<file path="src/rtl/uart_tx_frame.sv">
// UART transmitter: start, DATA_BITS payload (LSB first), optional parity, 1-2 stop bits.
// Define UART_TX_FIFO_EN for a FIFO_DEPTH word input FIFO; otherwise a single holding register.
module uart_tx_frame #(
  parameter int CLK_DIV    = 10415,
  parameter int DATA_BITS  = 8,
  parameter int PARITY     = 0,
  parameter int STOP_BITS  = 1,
  parameter int FIFO_DEPTH = 16
) (
  input  logic                 clk,
  input  logic                 rst_n,
  input  logic [DATA_BITS-1:0] data_in,
  input  logic                 valid,
  output logic                 ready,
  output logic                 tx,
  output logic                 tx_done,
  output logic                 busy
);

  if (CLK_DIV < 2) begin : g_bad_clk_div
    $error("uart_tx_frame: CLK_DIV must be >= 2");
  end
  if (DATA_BITS < 5 || DATA_BITS > 9) begin : g_bad_data_bits
    $error("uart_tx_frame: DATA_BITS must be 5..9");
  end
  if (PARITY < 0 || PARITY > 2) begin : g_bad_parity
    $error("uart_tx_frame: PARITY must be 0, 1 or 2");
  end
  if (STOP_BITS < 1 || STOP_BITS > 2) begin : g_bad_stop_bits
    $error("uart_tx_frame: STOP_BITS must be 1 or 2");
  end
  if (FIFO_DEPTH < 2 || (FIFO_DEPTH & (FIFO_DEPTH - 1)) != 0) begin : g_bad_depth
    $error("uart_tx_frame: FIFO_DEPTH must be a power of two >= 2");
  end

  localparam int BW = (CLK_DIV > 2) ? $clog2(CLK_DIV) : 1;
  localparam logic [BW-1:0] BAUD_LAST = BW'(CLK_DIV - 1);
  localparam logic [BW-1:0] BAUD_PRE  = BW'(CLK_DIV - 2);
  localparam logic [3:0]    DATA_LAST = 4'(DATA_BITS - 1);
  localparam logic [3:0]    STOP_LAST = 4'(STOP_BITS - 1);
  localparam logic          PAR_ODD   = (PARITY == 2);

  typedef enum logic [2:0] {IDLE, START, DATA, PAR, STOP} state_t;

  state_t                 state;
  logic [BW-1:0]          baud;
  logic [3:0]             bit_cnt;
  logic [DATA_BITS-1:0]   shift;
  logic                   par_bit;
  logic                   alive;

  logic                   push;
  logic                   pop;
  logic                   empty;
  logic                   full;
  logic [DATA_BITS-1:0]   head;

  assign ready = alive && !full;
  assign push  = valid && ready;
  assign pop   = !empty && ((state == IDLE) ||
                 (state == STOP && baud == BAUD_LAST && bit_cnt == STOP_LAST));

  // ready stays low through reset and rises one edge after release
  always_ff @(posedge clk or negedge rst_n) begin
    if (!rst_n) alive <= 1'b0;
    else        alive <= 1'b1;
  end

`ifdef UART_TX_FIFO_EN
  localparam int PW = $clog2(FIFO_DEPTH);
  logic [DATA_BITS-1:0] mem [FIFO_DEPTH];
  logic [PW-1:0]        wr_ptr;
  logic [PW-1:0]        rd_ptr;
  logic [PW:0]          count;

  always_ff @(posedge clk) begin
    if (push) mem[wr_ptr] <= data_in;
  end

  always_ff @(posedge clk or negedge rst_n) begin
    if (!rst_n) begin
      wr_ptr <= '0;
      rd_ptr <= '0;
      count  <= '0;
    end else begin
      if (push) wr_ptr <= wr_ptr + 1'b1;
      if (pop)  rd_ptr <= rd_ptr + 1'b1;
      case ({push, pop})
        2'b10:   count <= count + 1'b1;
        2'b01:   count <= count - 1'b1;
        default: count <= count;
      endcase
    end
  end

  assign head  = mem[rd_ptr];
  assign empty = (count == '0);
  assign full  = (count == (PW+1)'(FIFO_DEPTH));
`else
  logic [DATA_BITS-1:0] hold;
  logic                 hold_full;

  // push needs the register empty and pop needs it full, so they never coincide
  always_ff @(posedge clk or negedge rst_n) begin
    if (!rst_n) begin
      hold      <= '0;
      hold_full <= 1'b0;
    end else if (pop) begin
      hold_full <= 1'b0;
    end else if (push) begin
      hold      <= data_in;
      hold_full <= 1'b1;
    end
  end

  assign head  = hold;
  assign empty = !hold_full;
  assign full  = hold_full;
`endif

  always_ff @(posedge clk or negedge rst_n) begin
    if (!rst_n) begin
      state   <= IDLE;
      baud    <= '0;
      bit_cnt <= '0;
      shift   <= '0;
      par_bit <= 1'b0;
      tx      <= 1'b1;
      tx_done <= 1'b0;
      busy    <= 1'b0;
    end else begin
      tx_done <= (state == STOP) && (bit_cnt == STOP_LAST) && (baud == BAUD_PRE);
      if (state != IDLE) baud <= (baud == BAUD_LAST) ? '0 : baud + 1'b1;

      case (state)
        IDLE: begin
          tx <= 1'b1;
          if (pop) begin
            shift   <= head;
            par_bit <= ^head ^ PAR_ODD;
            state   <= START;
            tx      <= 1'b0;
            busy    <= 1'b1;
          end else begin
            busy    <= 1'b0;
          end
        end
        START: begin
          if (baud == BAUD_LAST) begin
            state   <= DATA;
            bit_cnt <= '0;
            tx      <= shift[0];
            shift   <= shift >> 1;
          end
        end
        DATA: begin
          if (baud == BAUD_LAST) begin
            if (bit_cnt != DATA_LAST) begin
              bit_cnt <= bit_cnt + 1'b1;
              tx      <= shift[0];
              shift   <= shift >> 1;
            end else if (PARITY != 0) begin
              state   <= PAR;
              tx      <= par_bit;
            end else begin
              state   <= STOP;
              bit_cnt <= '0;
              tx      <= 1'b1;
            end
          end
        end
        PAR: begin
          if (baud == BAUD_LAST) begin
            state   <= STOP;
            bit_cnt <= '0;
            tx      <= 1'b1;
          end
        end
        STOP: begin
          if (baud == BAUD_LAST) begin
            if (bit_cnt != STOP_LAST) begin
              bit_cnt <= bit_cnt + 1'b1;
            end else if (pop) begin
              // next frame starts straight from the stop bit, no idle cycle
              shift   <= head;
              par_bit <= ^head ^ PAR_ODD;
              state   <= START;
              tx      <= 1'b0;
            end else begin
              state   <= IDLE;
              tx      <= 1'b1;
              busy    <= 1'b0;
            end
          end
        end
        default: begin
          state <= IDLE;
          tx    <= 1'b1;
        end
      endcase
    end
  end

endmodule
</file>
<file path="config.mk">
export PLATFORM = sky130hd
export DESIGN_NAME = uart_tx_frame
export DESIGN_NICKNAME = d
export VERILOG_FILES = /design/src/rtl/uart_tx_frame.sv
export SDC_FILE = /design/constraint.sdc
export NUM_CORES = 1
export LEC_CHECK = 0
export ABC_AREA = 1
export CAP_MARGIN = 20
export CORE_UTILIZATION = 59
export DETAILED_ROUTE_END_ITERATION = 8
export HOLD_SLACK_MARGIN = 0.15
export PLACE_DENSITY = 0.83
export SLEW_MARGIN = 15
export SYNTH_ARGS = -nofsm -noshare
export SYNTH_HDL_FRONTEND = slang
export SYNTH_SLANG_ARGS = --single-unit
</file>
<file path="constraint.sdc">
create_clock -name clk -period 2.19 [get_ports clk]
set_input_delay 0.219 -clock clk [delete_from_list [all_inputs] [get_ports clk]]
set_output_delay 0.219 -clock clk [all_outputs]
set_load 0.01 [all_outputs]
</file>
Word level (Yosys, flattened, before mapping)
Cells that the tools add are included.
W data, S select, Z words.
Storage, ports and cells
  register bits: 42
  logic and storage cells: 93
  input port bits: 11
  output and inout port bits: 4
Operators by class
  reduce and logical (&&, ||, !) cells: 24
  equality and inequality tests: 18
  add/sub/neg operators: 2
  mux-type cells: 38
  bitwise logic cells: 1
Operators by type and width (count)
  $mux W8: 6
  $pmux W8 S4: 1
  $eq A14 B14 Y1 const B: 2
  $mux W3: 7
  $mux W4: 5
  $ne A2 B2 Y1 const B: 8
  $pmux W3 S5: 1
  $add A14 B1 Y14 const B: 1
  $mux W1: 14
  $mux W14: 1
  $pmux W4 S3: 1
  $reduce_and A5 Y1: 2
  $reduce_bool A4 Y1: 2
  $logic_and A1 B1 Y1: 7
  $reduce_and A7 Y1: 1
  $eq A3 B2 Y1 const B: 2
  $ne A2 B1 Y1 const B: 3
  $reduce_and A6 Y1: 1
  $reduce_bool A3 Y1: 2
  $pmux W1 S5: 1
  $add A4 B1 Y4 const B: 1
  $logic_not A4 Y1: 1
  $ne A4 B3 Y1 const B: 1
  $reduce_and A4 Y1: 1
  other kinds (10): 11

Depth between registers and ports, before layout
  depth in word-level cells: 9
  depth in mapped cells: 12
  mapped depth without buffers: 12

Worst setup path before layout
OpenSTA, ideal clock, no wires.
  path kind: register -> register
  start: register baud[0]
  end: register shift[0]
  setup time: 0.117 ns
  stages on the path, launching flop included: 12
  path buffers: 0
  arrival time: 1.555 ns
  data required time: 2.073 ns
  setup slack: 0.518 ns
  cell sequence: dfrtp_1 > inv_1 > ha_1 > nand3_4 > nor2_4 > nand2_4 > o21ai_4 > nand2_4 > nor2_8 > nand2_4 > nand2_1 > nand2_1
Between the ends
  word-level cells in the longest chain between the ends: 9
  elaborated cells between the ends (all ways): 13
  classes of those cells: eq/ne: 4; mux: 4; reduce/logical: 5
RTL lines
  start: declaration: line 46  | logic [BW-1:0] baud;
  start signal: assignment: line 133  | if (state != IDLE) baud <= (baud == BAUD_LAST) ? '0 : baud + 1'b1;
  $eq A14 B14 Y1 *
  $logic_and A1 B1 Y1 (2 in a row): line 61  | (state == STOP && baud == BAUD_LAST && bit_cnt == STOP_LAST));
  $logic_or A1 B1 Y1: line 60  | assign pop = !empty && ((state == IDLE) ||
  $logic_and A1 B1 Y1: line 60
  $mux W8 (3 in a row)
  $pmux W8 S4
  end signal: assignment: line 153  | shift <= shift >> 1;
  end signal: assignment: line 161  | shift <= shift >> 1;
  end: declaration: line 48  | logic [DATA_BITS-1:0] shift;
Every way passes the cells marked *; elsewhere a longest branch is shown, timed or not. The select of a mux whose other input is x is not followed.
A chain may end at the register's enable or synchronous reset.

Worst setup path in the final report
  start: register baud[0]
  end: register shift[7]
The elaborated chain is that of the path after synthesis.

==> run_results.csv <==
group,metric,value,unit
critical_path,critPathTopFamily,"simple AND/OR/NAND/NOR gates",
synthesis,netlist_instances,293,
timing,slew-limit-headroom,40.8,%
clock_network,clockBufferDepth,2,
synthesis,syn_area,2320,µm²
final_layout,drive_above_1_share,12.7,%
final_layout,diodes,0,
critical_path,startpoint,"baud[0]$_DFFE_PN0P_",
clock_network,worstSkewPairLatency,0.30,ns
final_layout,layout_commonest_cell,"nand2_1",
placement,hpwlAfterDp,3.29,mm
synthesis,synth_cell_types,33,
clock_network,cts_tree,"built",
synthesis,seq_area_frac_synth,45.4,%
timing,setup_viol,0,
critical_path,r2r_end,"shift[7]$_DFFE_PN0P_",
critical_path,path_cells,"inv_1 > ha_1 > nand3_4 > nor2_4 > nand2_4 > o21ai_4 > nand2_4 > nor2_8 > nand2_4 > nand2_1 > nand2_1",
timing,period_needed,1.90,ns
final_layout,area_growth,12.9,%
floorplanning,core.rowCount,22,
critical_path,r2r_setup_slack,0.29,ns
timing,tightestPinTransition,0.888,ns
routing,drt_pass1_iterations,7,
critical_path,arrival,2.10,ns
timing,grt_setup_unrepaired,"no",
global_route,grt_pass1_vias,1811,
critical_path,cp.required,2.39,ns
routing,wl_per_cell,12.2,µm
global_route,grt_max_degree,43,
synthesis,avgSynthCellArea,7.91,µm²
pwr,p_per_area,1300,nW/µm²
final_layout,final_nets,330,
critical_path,path_max_fanout,9,
pwr,ir_drop,0.822,mV
timing,fin_skew,0.00815,ns
routing,drtIter0Drc,112,
synthesis,yosys.area.top_type,"dfrtp_1",
synthesis,yosysTopAreaCellShare,44.3,%
clock_network,post_cts_resized,0,
global_route,antenna_found_initial,0,
global_route,grt_overflow_total,0,
synthesis,ys_warn_count,0,
floorplanning,ioPinCount,15,
timing,tns,0,ns
synthesis,syn_nets,309,
critical_path,cpMaxStageDelayCell,"dfrtp_1",
pwr,p_leak,1.37,nW
clock_network,ctsHoldBuffers,1,
routing,drt-total-wl,4.41,mm
final_layout,mostFrequentLayoutCells,"78 x nand2_1, 41 x dfrtp_1, 36 x inv_1",
final_layout,num-fill-cells,299,
clock_network,cts.clk_slew.worst_paths,0.09,ns
global_route,grt_pass1_wl,7.84,mm
critical_path,critPathKind,"flip-flop to flip-flop",
floorplanning,die_area,4180,µm²
critical_path,rr_startpoint,"baud[0]$_DFFE_PN0P_",
timing,slew_viol_final,0,
placement,io_buffers,14,
critical_path,critPathCaptureType,"flip-flop",
routing,ant_nets,0,
routing,avgViaCountPerCell,5.27,
floorplanning,die_x,64.7,µm
critical_path,path_depth,11,
final_layout,postLayoutCellArea,2620,µm²
critical_path,max_stage_delay,0.45,ns
timing,fmax,0.526,GHz
flow_run,maxCapViolCount,0,
placement,finalWeightedCongestion,0.921,
floorplanning,core,3720,µm²
placement,postPlaceCellArea,2510,µm²
clock_network,cts_setup_buffers,0,
critical_path,start_kind,"flip-flop",
hold_path,min_path_cells,2,
clock_network,cts_buffers,5,
critical_path,cp_common_cell,"nand2_4",
synthesis,synthTopCellsByArea,"dfrtp_1 44%, nand2_1 13%, inv_1 5.8%, nor2_1 4.9%, nand3_1 4.5%",
timing,final_hold_viol_count,0,
clock_network,cts_root_buf,"clkbuf_8",
routing,num_vias,1913,
synthesis,ys_ff_latch,42,
routing,drc,0,
global_route,grt_usage,25.0,%
run_status,status,"completed",
clock_network,cts.sinks,42,
clock_network,htreeDepth,2,
critical_path,path_buf_inv,1,
critical_path,critPathCapture,"shift[7]$_DFFE_PN0P_",
floorplanning,die_h,64.7,µm
floorplanning,start_util,62.4,%
timing,fin_crit_sh,86.8,%
critical_path,r2r_cells,11,
hold_path,hp-class,"flip-flop to flip-flop",
## synth_stat cells
cell,n
inv_1,36
nor2_8,2
nand2_4,4
buf_2,1
o21ai_4,1
nand4_1,4
nor2_1,30
nand3_1,21
nand2_2,6
o22ai_1,1
nor2_2,3
conb_1,1
xor2_1,5
buf_1,1
a21oi_1,12
o21ai_2,1
clkbuf_1,1
nand3_4,1
nor4b_1,1
dfrtp_1,41
nand2_1,78
nor4_1,1
nor2_4,2
dfstp_2,1
ha_1,5
mux2_2,3
nor3_1,6
and3_1,1
o211ai_1,1
o31ai_1,1
o21ai_0,14
inv_2,5
o21ai_1,2
## layout make-up
| type | count | area [µm²] | area share, % |
|---|---|---|---|
| clock buffer | 5 | 68.8 | 2.63 |
| clock inverter | 3 | 21.3 | 0.813 |
| inverter | 41 | 154 | 5.89 |
| multi-input combinational | 207 | 1100 | 42.0 |
| sequential | 42 | 1050 | 40.2 |
| tap | 48 | 60.1 | 2.30 |
| timing repair buffer | 17 | 160 | 6.12 |
## worst register-to-register path: stages (launching register included)
cell and delay, ns:
dfrtp_1 0.45, inv_1 0.13, ha_1 0.21, nand3_4 0.08, nor2_4 0.14, nand2_4 0.10, o21ai_4 0.18, nand2_4 0.10
nor2_8 0.16, nand2_4 0.10, nand2_1 0.10, nand2_1 0.06
## state kept, by name (all words and copies together), names as in the netlist
name and flops:
shift 8, alive 1, state 3, tx 1, full 1, tx_done 1
baud 14, head 8, bit_cnt 4, busy 1
## cells by family (layout without fill, tap and decap cells)
logic type / Yosys count / count (layout) / share of synthesized area (%)
and+or+nand+nor: 160 / 160 / 33.2
buffers and inverters: 44 / 66 / 7.18
DFF: 42 / 42 / 45.4
AOI/OAI and AO/OA: 33 / 33 / 8.05
adders and majority gates: 5 / 5 / 2.70
xor gates and xnor gates: 5 / 5 / 1.89
muxes: 3 / 3 / 1.46
other: 1 / 1 / 0.162
## routing by layer
layer	track usage [%]	share of wire [%]	wire, µm
met5	0	0	0
met4	11.7	1.8	80
met3	5.28	3.7	164
met2	39.1	48	2120
met1	33.1	47	2050
## where the power goes
group	switching [W]	internal, W	leakage (nW)	total (W)
Clock	0.000278	0.000224	0.0441	0.000502
Sequential	0.000200	0.00105	0.525	0.00125
Combinational	0.00105	0.000580	0.802	0.00163
Total	0.00153	0.00186	1.37	0.00339
## stage by stage
| stage | power, W | cells | hold slack (ns) | setup slack, ns | utilization, % |
|---|---|---|---|---|---|
| 5_1_grt | 0.00371 | 363 | 0.499 | 0.162 | 70.4 |
| 2_1_floorplan | 0.00247 | 293 | -0.0766 | 0.518 | - |
| 4_1_cts | 0.00340 | 363 | 0.478 | 0.295 | 70.4 |
| 3_3_place_gp | 0.00283 | 354 | 0.398 | 0.435 | 67.7 |
| 3_5_place_dp | 0.00289 | 354 | 0.400 | 0.304 | 67.7 |
| 6_report | 0.00339 | 363 | 0.476 | 0.288 | 70.4 |
## how the worst min path moves through the flow
stage                               from              endpoint  slack [ns]
floorplan                          rst_n       alive$_DFF_PN0_       -0.08
detailed placement                 rst_n     tx_done$_DFF_PN0_        0.40
CTS                           data_in[7]   head[7]$_DFFE_PN0P_        0.48
global route                  data_in[4]   head[4]$_DFFE_PN0P_        0.50
global placement                   rst_n     tx_done$_DFF_PN0_        0.40
finish              shift[0]$_DFFE_PN0P_  shift[0]$_DFFE_PN0P_        0.48
Power figures use the tool's default switching activity.
